===== src/rtl/cim_pkg.sv =====
// rtl/cim_pkg.sv - shared encodings and instruction field layout for the CIM sequencer
package cim_pkg;

  // Default datapath geometry
  localparam int DEF_INST_W = 16;
  localparam int DEF_SLOTS  = 2;

  // Instruction field layout, LSB upward: wb_en, slide_en, core_a, sel_top, wb_a, act_rd_a
  localparam int WB_EN_BIT = 0;
  localparam int SLIDE_BIT = 1;
  localparam int CORE_BIT  = 2;
  localparam int SEL_BIT   = 3;
  localparam int WB_A_LSB  = 4;

  typedef enum logic [1:0] {
    ST_IDLE  = 2'd0,
    ST_RUN   = 2'd1,
    ST_DRAIN = 2'd2,
    ST_DONE  = 2'd3
  } seq_state_e;

  // act_rd_a sits directly above the write-back address field
  function automatic int act_lsb(input int wb_a_w);
    return WB_A_LSB + wb_a_w;
  endfunction

endpackage


===== src/rtl/pipe_delay.sv =====
// rtl/pipe_delay.sv - DEPTH x WIDTH shift register with valid tag and stall hold
module pipe_delay #(
  parameter int DEPTH = 1,
  parameter int WIDTH = 1
) (
  input  logic             clk,
  input  logic             rst,
  input  logic             stall,
  input  logic             in_valid,
  input  logic [WIDTH-1:0] in_data,
  output logic             out_valid,
  output logic [WIDTH-1:0] out_data
);

  logic [WIDTH-1:0] data_q [DEPTH];
  logic             vld_q  [DEPTH];

  // Shift data and valid together; a stall freezes every stage
  always_ff @(posedge clk or posedge rst) begin
    if (rst) begin
      for (int i = 0; i < DEPTH; i++) begin
        data_q[i] <= '0;
        vld_q[i]  <= 1'b0;
      end
    end else if (!stall) begin
      data_q[0] <= in_data;
      vld_q[0]  <= in_valid;
      for (int i = 1; i < DEPTH; i++) begin
        data_q[i] <= data_q[i-1];
        vld_q[i]  <= vld_q[i-1];
      end
    end
  end

  assign out_data  = data_q[DEPTH-1];
  assign out_valid = vld_q[DEPTH-1];

endmodule


===== src/rtl/pip_sequencer.sv =====
// rtl/pip_sequencer.sv - CIM instruction sequencer with start/done, looping, stall and stage valids
module pip_sequencer
  import cim_pkg::*;
#(
  parameter int INST_W     = DEF_INST_W,
  parameter int SLOTS      = DEF_SLOTS,
  parameter int IMEM_DEPTH = 32,
  parameter int ACT_A_W    = 5,
  parameter int WB_A_W     = 7,
  parameter int WB_DELAY   = 3,
  parameter int CORE_DELAY = 1,
  parameter int LOOP_W     = 8
) (
  input  logic                              clk,
  input  logic                              rst,
  input  logic                              start,
  input  logic [$clog2(IMEM_DEPTH*SLOTS):0] prog_len,
  input  logic [LOOP_W-1:0]                 loop_cnt,
  input  logic                              stall,
  output logic [$clog2(IMEM_DEPTH)-1:0]     imem_addr,
  input  logic [INST_W*SLOTS-1:0]           imem_q,
  output logic [ACT_A_W-1:0]                act_rd_a,
  output logic                              sel_top,
  output logic                              act_rd_v,
  output logic                              core_a,
  output logic                              slide_en,
  output logic [WB_A_W-1:0]                 wb_a,
  output logic                              wb_sel_top,
  output logic                              wb_en,
  output logic                              busy,
  output logic                              done
);

  localparam int PC_W     = $clog2(IMEM_DEPTH*SLOTS);
  localparam int LEN_W    = PC_W + 1;
  localparam int IA_W     = $clog2(IMEM_DEPTH);
  localparam int SLOT_SH  = $clog2(SLOTS);
  localparam int SLOT_W   = (SLOTS > 1) ? SLOT_SH : 1;
  localparam int ACT_LSB  = act_lsb(WB_A_W);
  localparam int DR_W     = $clog2(WB_DELAY + 1) + 1;
  localparam int PASS_W   = LOOP_W + 1;
  localparam int WB_GRP_W = WB_A_W + 2;

  seq_state_e          state_q, state_d;
  logic [PC_W-1:0]     pc_q, pc_d;
  logic [LOOP_W-1:0]   pass_q, pass_d;
  logic [DR_W-1:0]     drain_q, drain_d;
  logic [LOOP_W-1:0]   loop_eff;
  logic [PASS_W-1:0]   pass_next;
  logic                more_passes;
  logic                last_pc;

  assign loop_eff    = (loop_cnt == '0) ? LOOP_W'(1) : loop_cnt;
  assign pass_next   = {1'b0, pass_q} + PASS_W'(1);
  assign more_passes = pass_next < {1'b0, loop_eff};
  assign last_pc     = ({1'b0, pc_q} == (prog_len - LEN_W'(1)));

  // FSM and counter registers
  always_ff @(posedge clk or posedge rst) begin
    if (rst) begin
      state_q <= ST_IDLE;
      pc_q    <= '0;
      pass_q  <= '0;
      drain_q <= '0;
    end else begin
      state_q <= state_d;
      pc_q    <= pc_d;
      pass_q  <= pass_d;
      drain_q <= drain_d;
    end
  end

  // Next-state: issue one pc per unstalled RUN cycle, wrap passes without a bubble, then drain
  always_comb begin
    state_d = state_q;
    pc_d    = pc_q;
    pass_d  = pass_q;
    drain_d = drain_q;
    case (state_q)
      ST_IDLE: begin
        if (start) begin
          pc_d    = '0;
          pass_d  = '0;
          drain_d = '0;
          state_d = (prog_len != '0) ? ST_RUN : ST_DONE;
        end
      end
      ST_RUN: begin
        if (!stall) begin
          if (last_pc) begin
            if (more_passes) begin
              pc_d   = '0;
              pass_d = pass_next[LOOP_W-1:0];
            end else begin
              drain_d = '0;
              state_d = ST_DRAIN;
            end
          end else begin
            pc_d = pc_q + PC_W'(1);
          end
        end
      end
      ST_DRAIN: begin
        if (!stall) begin
          if (drain_q == DR_W'(WB_DELAY)) begin
            state_d = ST_DONE;
          end else begin
            drain_d = drain_q + DR_W'(1);
          end
        end
      end
      ST_DONE: state_d = ST_IDLE;
      default: state_d = ST_IDLE;
    endcase
  end

  assign imem_addr = IA_W'(pc_q >> SLOT_SH);
  assign busy      = (state_q != ST_IDLE);
  assign done      = (state_q == ST_DONE);

  logic              iss_v_q;
  logic [SLOT_W-1:0] iss_slot_q;

  // Issue stage: tag the SRAM read in flight with its slot and valid
  always_ff @(posedge clk or posedge rst) begin
    if (rst) begin
      iss_v_q    <= 1'b0;
      iss_slot_q <= '0;
    end else if (!stall) begin
      iss_v_q    <= (state_q == ST_RUN);
      iss_slot_q <= SLOT_W'(pc_q % PC_W'(SLOTS));
    end
  end

  // The SRAM keeps reading the frozen pc during a stall, which can be a
  // different word from the one the issue stage is waiting for, so the
  // word that arrived on the first stalled cycle is parked here.
  logic [INST_W*SLOTS-1:0] hold_q;
  logic                    hold_v_q;

  // Park the in-flight SRAM word for the duration of a stall
  always_ff @(posedge clk or posedge rst) begin
    if (rst) begin
      hold_q   <= '0;
      hold_v_q <= 1'b0;
    end else if (stall) begin
      if (!hold_v_q) hold_q <= imem_q;
      hold_v_q <= 1'b1;
    end else begin
      hold_v_q <= 1'b0;
    end
  end

  logic [INST_W*SLOTS-1:0] word_sel;
  logic [INST_W-1:0]       inst_cur;
  logic [INST_W-1:0]       ir_q;
  logic                    ir_v_q;

  assign word_sel = hold_v_q ? hold_q : imem_q;
  assign inst_cur = word_sel[int'(iss_slot_q)*INST_W +: INST_W];

  // Instruction register (LD stage); bubbles keep the previous contents
  always_ff @(posedge clk or posedge rst) begin
    if (rst) begin
      ir_q   <= '0;
      ir_v_q <= 1'b0;
    end else if (!stall) begin
      ir_v_q <= iss_v_q;
      if (iss_v_q) ir_q <= inst_cur;
    end
  end

  assign act_rd_a = ir_q[ACT_LSB +: ACT_A_W];
  assign sel_top  = ir_q[SEL_BIT];
  assign act_rd_v = ir_v_q;

  logic [1:0]          cim_data;
  logic                cim_v;
  logic [WB_GRP_W-1:0] wb_data;
  logic                wb_v;

  pipe_delay #(.DEPTH(CORE_DELAY), .WIDTH(2)) u_cim_delay (
    .clk       (clk),
    .rst       (rst),
    .stall     (stall),
    .in_valid  (ir_v_q),
    .in_data   ({ir_q[CORE_BIT], ir_q[SLIDE_BIT]}),
    .out_valid (cim_v),
    .out_data  (cim_data)
  );

  pipe_delay #(.DEPTH(WB_DELAY), .WIDTH(WB_GRP_W)) u_wb_delay (
    .clk       (clk),
    .rst       (rst),
    .stall     (stall),
    .in_valid  (ir_v_q),
    .in_data   ({ir_q[WB_A_LSB +: WB_A_W], ir_q[SEL_BIT], ir_q[WB_EN_BIT]}),
    .out_valid (wb_v),
    .out_data  (wb_data)
  );

  assign core_a     = cim_data[1];
  assign slide_en   = cim_data[0] & cim_v;
  assign wb_a       = wb_data[WB_GRP_W-1:2];
  assign wb_sel_top = wb_data[1];
  // A stalled WB stage is shown again next cycle, so it must not write twice
  assign wb_en      = wb_data[0] & wb_v & ~stall;

endmodule


===== config.mk =====
export PLATFORM = sky130hd
export DESIGN_NAME = pip_sequencer
export DESIGN_NICKNAME = d
export VERILOG_FILES = /design/src/rtl/cim_pkg.sv /design/src/rtl/pipe_delay.sv /design/src/rtl/pip_sequencer.sv
export SDC_FILE = /design/constraint.sdc
export NUM_CORES = 1
export LEC_CHECK = 0
export ABC_AREA = 1
export ABC_CLOCK_PERIOD_IN_PS = 3350
export CAP_MARGIN = 20
export CORE_ASPECT_RATIO = 1.25
export CORE_MARGIN = 2
export CORE_UTILIZATION = 50
export CTS_CLUSTER_SIZE = 25
export DETAILED_ROUTE_END_ITERATION = 6
export PLACE_DENSITY = 0.8
export SETUP_SLACK_MARGIN = 0.15
export SYNTH_ARGS = -nofsm -noshare
export SYNTH_HDL_FRONTEND = slang
export SYNTH_SLANG_ARGS = --single-unit

===== constraint.sdc =====
create_clock -name clk -period 3.35 [get_ports clk]
set_clock_uncertainty 0.2 [all_clocks]
set_input_delay 0.67 -clock clk [delete_from_list [all_inputs] [get_ports clk]]
set_output_delay 0.67 -clock clk [all_outputs]
set_load 0.01 [all_outputs]

==> metrics.csv, run 1 <==
metric,value,unit
gr usage total,20.48,%
Post-synth top flop,dfrtp_1,
Clock Latency Late Sink,0.35,ns
CTS Buf Count,9,
Leak Pwr,3.208,nW
post-CTS setup buffers,0,
post-placement setup slack,0.4212,ns
pin count of the biggest net entering global routing,86,
final setup fails,0,
CTS tree,built,
clk sink count,103,
FF/Latch Area,2579,sq um
R2R cell count,20,
critical path class,register to register,
wire length per cell,13.78,um
outcome,completed,
max capacitance violation total,0,
Die Footprint,12080,sq um
fill cell count,954,
Worst R2R Setup Slack,0.45,ns
synth unique cells,33,
CP Capture Type,register,
worst setup path startpoint,pass_q[0],
Final min period,2.897,ns
number of port buffers,75,
NumNets Final,788,
cell depth of the worst min-delay path,2,
vias in the first global route,4454,
H-tree levels,3,
Worst slew margin,36.86,%
VDD IR-drop max,0.4501,mV
synth-to-layout area growth,18.40,%
FP Rows,43,
final std cells w/o fill,860,
Iteration-0 DRC Markers,262,
CP required,3.38,ns
GRT Residual Overflow,0,
reg2reg end,pc_q[4],
DRT Wirelength,11.85,mm
"Hold Vio Cnt, Final",0,
die height,122.4,um
number of synthesized flops with an enable pin,0,
"leading cell type in the layout, fill and taps excluded",nand2_1,
die width,98.69,um
Worst Path Arrival,2.93,ns
gpl congestion,0.8671,
DR vias/cell,5.255,
I/O pins,76,
RSZ-0062 raised after global routing,yes,
placed cells,843,
mapped cell area,5604,sq um
Syn Inst Count,673,
dpl hpwl,8.280,mm
startpoint types,register,
worst setup path endpoint,pc_q[4],
antenna violations before repair,1,
area of the multi-input gates,2511,sq um
hold_ws,0.2853,ns
DRC Markers,0,
period utilisation layout,86.49,%
final setup TNS,0,ns
Crit Path Max Fanout,10,
worst-margin pin slew,0.9470,ns
DR pass1 iterations,5,
Core ar.,11030,sq um
Async SR Flop Fraction,100.0,%
"Worst Setup Slack, final",0.4526,ns
Hold Path Class,register to register,
Clock transition at path regs,0.07,ns
total nets after synthesis,742,
Power Density,638.5,nW/um^2
worst r2r src,pass_q[0],
Fmax,0.3451,GHz
Initial Util,50.81,%
most frequent cells in the layout,"nand2_1 (177), dfrtp_1 (102), o21ai_0 (85)",
share of cells above drive strength 1,8.149,%
register bit total from synthesis,103,
Syn Area/Cell,8.327,sq um
Max clock buf depth,2,
global-route wire length before repair,20.19,mm
Final Max Tran Viols,0,
vias after detailed routing,4519,
YS warnings,0,
antenna-violating nets left,0,
"Seq/Total Area, Yosys",45.99,%
CTS root buf,clkbuf_16,
==> registers in the layout (all words and copies together) (netlist names), 2 cells and up <==
name	cells
state_q	2
pass_q	8
u_wb_delay.data_q	18
u_wb_delay.out_data	9
ir_q	16
drain_q	3
hold_q	32
pc_q	6
u_cim_delay.out_data	2
==> worst max-delay path: stages, from the launching register on <==
cell,delay (ns)
dfrtp_1,0.42
ha_1,0.19
nand2_1,0.07
nor2_1,0.13
inv_1,0.08
nor2_1,0.12
nand2_1,0.11
xor2_2,0.17
inv_1,0.06
ha_1,0.29
nand2_1,0.05
inv_1,0.04
nand3_1,0.09
nor2_1,0.10
nand2_1,0.08
nand2_1,0.11
nand2_4,0.12
nand2_4,0.14
nand2_2,0.08
nand2_1,0.08
nand2_1,0.06
==> layer usage <==
layer	track usage, %	share of wire (%)
met5	0	0
met2	36.05	52
met1	24.98	42
met3	3.018	4.1
met4	9.075	2.5
==> synthesized netlist by cell type, types with 3 or more instances <==
| master | count | share of area (%) |
|---|---|---|
| nand3_1 | 39 | 3.5 |
| nand3_2 | 3 | 0.54 |
| buf_4 | 17 | 2.3 |
| xor2_1 | 4 | 0.63 |
| buf_2 | 4 | 0.36 |
| nor2_1 | 32 | 2.1 |
| a21oi_1 | 5 | 0.45 |
| nor3_1 | 6 | 0.54 |
| o21ai_0 | 85 | 7.6 |
| nor2_2 | 3 | 0.33 |
| nand4_1 | 16 | 1.8 |
| dfrtp_1 | 103 | 46 |
| o22a_1 | 5 | 0.78 |
| clkbuf_1 | 21 | 1.4 |
| nand2_2 | 7 | 0.78 |
| or2_2 | 4 | 0.45 |
| nor2_4 | 5 | 1.0 |
| ha_1 | 18 | 4.0 |
| xnor2_1 | 4 | 0.63 |
| nand2_1 | 177 | 12 |
| mux2i_1 | 32 | 5.7 |
| inv_1 | 66 | 4.4 |
| inv_2 | 5 | 0.33 |
==> stage by stage <==
stage	utilization [%]	total power, mW	instance area [sq um]
after detailed placement	57.25	3.198	6315
after CTS	59.98	4.253	6615
after global placement	57.25	3.128	6315
after floorplan	-	2.787	5608
final	60.16	4.237	6635
after global routing	60.16	4.535	6635
==> repair_timing <==
item | CTS | global route
gates resized for setup | 0 | 3
setup endpoints to repair | 0 | 7
hold buffers | 0 | 0
==> worst min-delay path by stage <==
stage | startpoint | slack (ns) | endpoint
after floorplan | drain_q[2] | 0.24 | drain_q[2]
after global placement | drain_q[2] | 0.26 | drain_q[2]
after detailed placement | hold_q[6] | 0.27 | hold_q[6]
after CTS | hold_q[6] | 0.29 | hold_q[6]
after global routing | u_wb_delay.out_data[5] | 0.30 | u_wb_delay.out_data[5]
final | hold_q[24] | 0.29 | hold_q[24]
==> cells by family after synthesis <==
group	synth area share [%]
buffers and inverters	9.511
adder cells (fa/ha/maj)	4.019
AO/OA/AOI/OAI	8.953
flip-flops	45.99
XOR/XNOR	1.250
AND/OR/NAND/NOR	24.56
multiplexers	5.716
==> cell type report <==
cell class	instances	share of cell area (%)
inverter	71	4.073
sequential	103	38.86
multi-input combinational	453	37.85
tap	135	2.546
clock buffer	10	3.451
antenna	1	0.03771
timing repair buffer	81	12.11
clock inverter	6	1.075
==> power by group <==
| part | switching (mW) | internal, mW | total [mW] |
|---|---|---|---|
| clock | 0.456 | 0.583 | 1.04 |
| combinational | 0.826 | 0.586 | 1.41 |
| sequential | 0.213 | 1.57 | 1.79 |
No activity file was read; power rests on OpenSTA's default activity.
==> inputs of run 2 (changes only) <==
--- a/config.mk
+++ b/config.mk
@@ -11,7 +11,7 @@
 export CORE_ASPECT_RATIO = 1.25
 export CORE_MARGIN = 2
 export CORE_UTILIZATION = 50
-export CTS_CLUSTER_SIZE = 25
+export CTS_CLUSTER_SIZE = 14
 export DETAILED_ROUTE_END_ITERATION = 6
 export PLACE_DENSITY = 0.8
 export SETUP_SLACK_MARGIN = 0.15
==> results of run 2 <==
No change in the layout: final DEF, timing and power equal those of run 1.
==> inputs of run 3 (changes only) <==
--- a/config.mk
+++ b/config.mk
@@ -11,6 +11,7 @@
 export CORE_ASPECT_RATIO = 1.25
 export CORE_MARGIN = 2
 export CORE_UTILIZATION = 50
+export CTS_CLUSTER_DIAMETER = 100
 export CTS_CLUSTER_SIZE = 14
 export DETAILED_ROUTE_END_ITERATION = 6
 export PLACE_DENSITY = 0.8
==> results of run 3 <==
No change in the layout: final DEF, timing and power equal those of run 1.
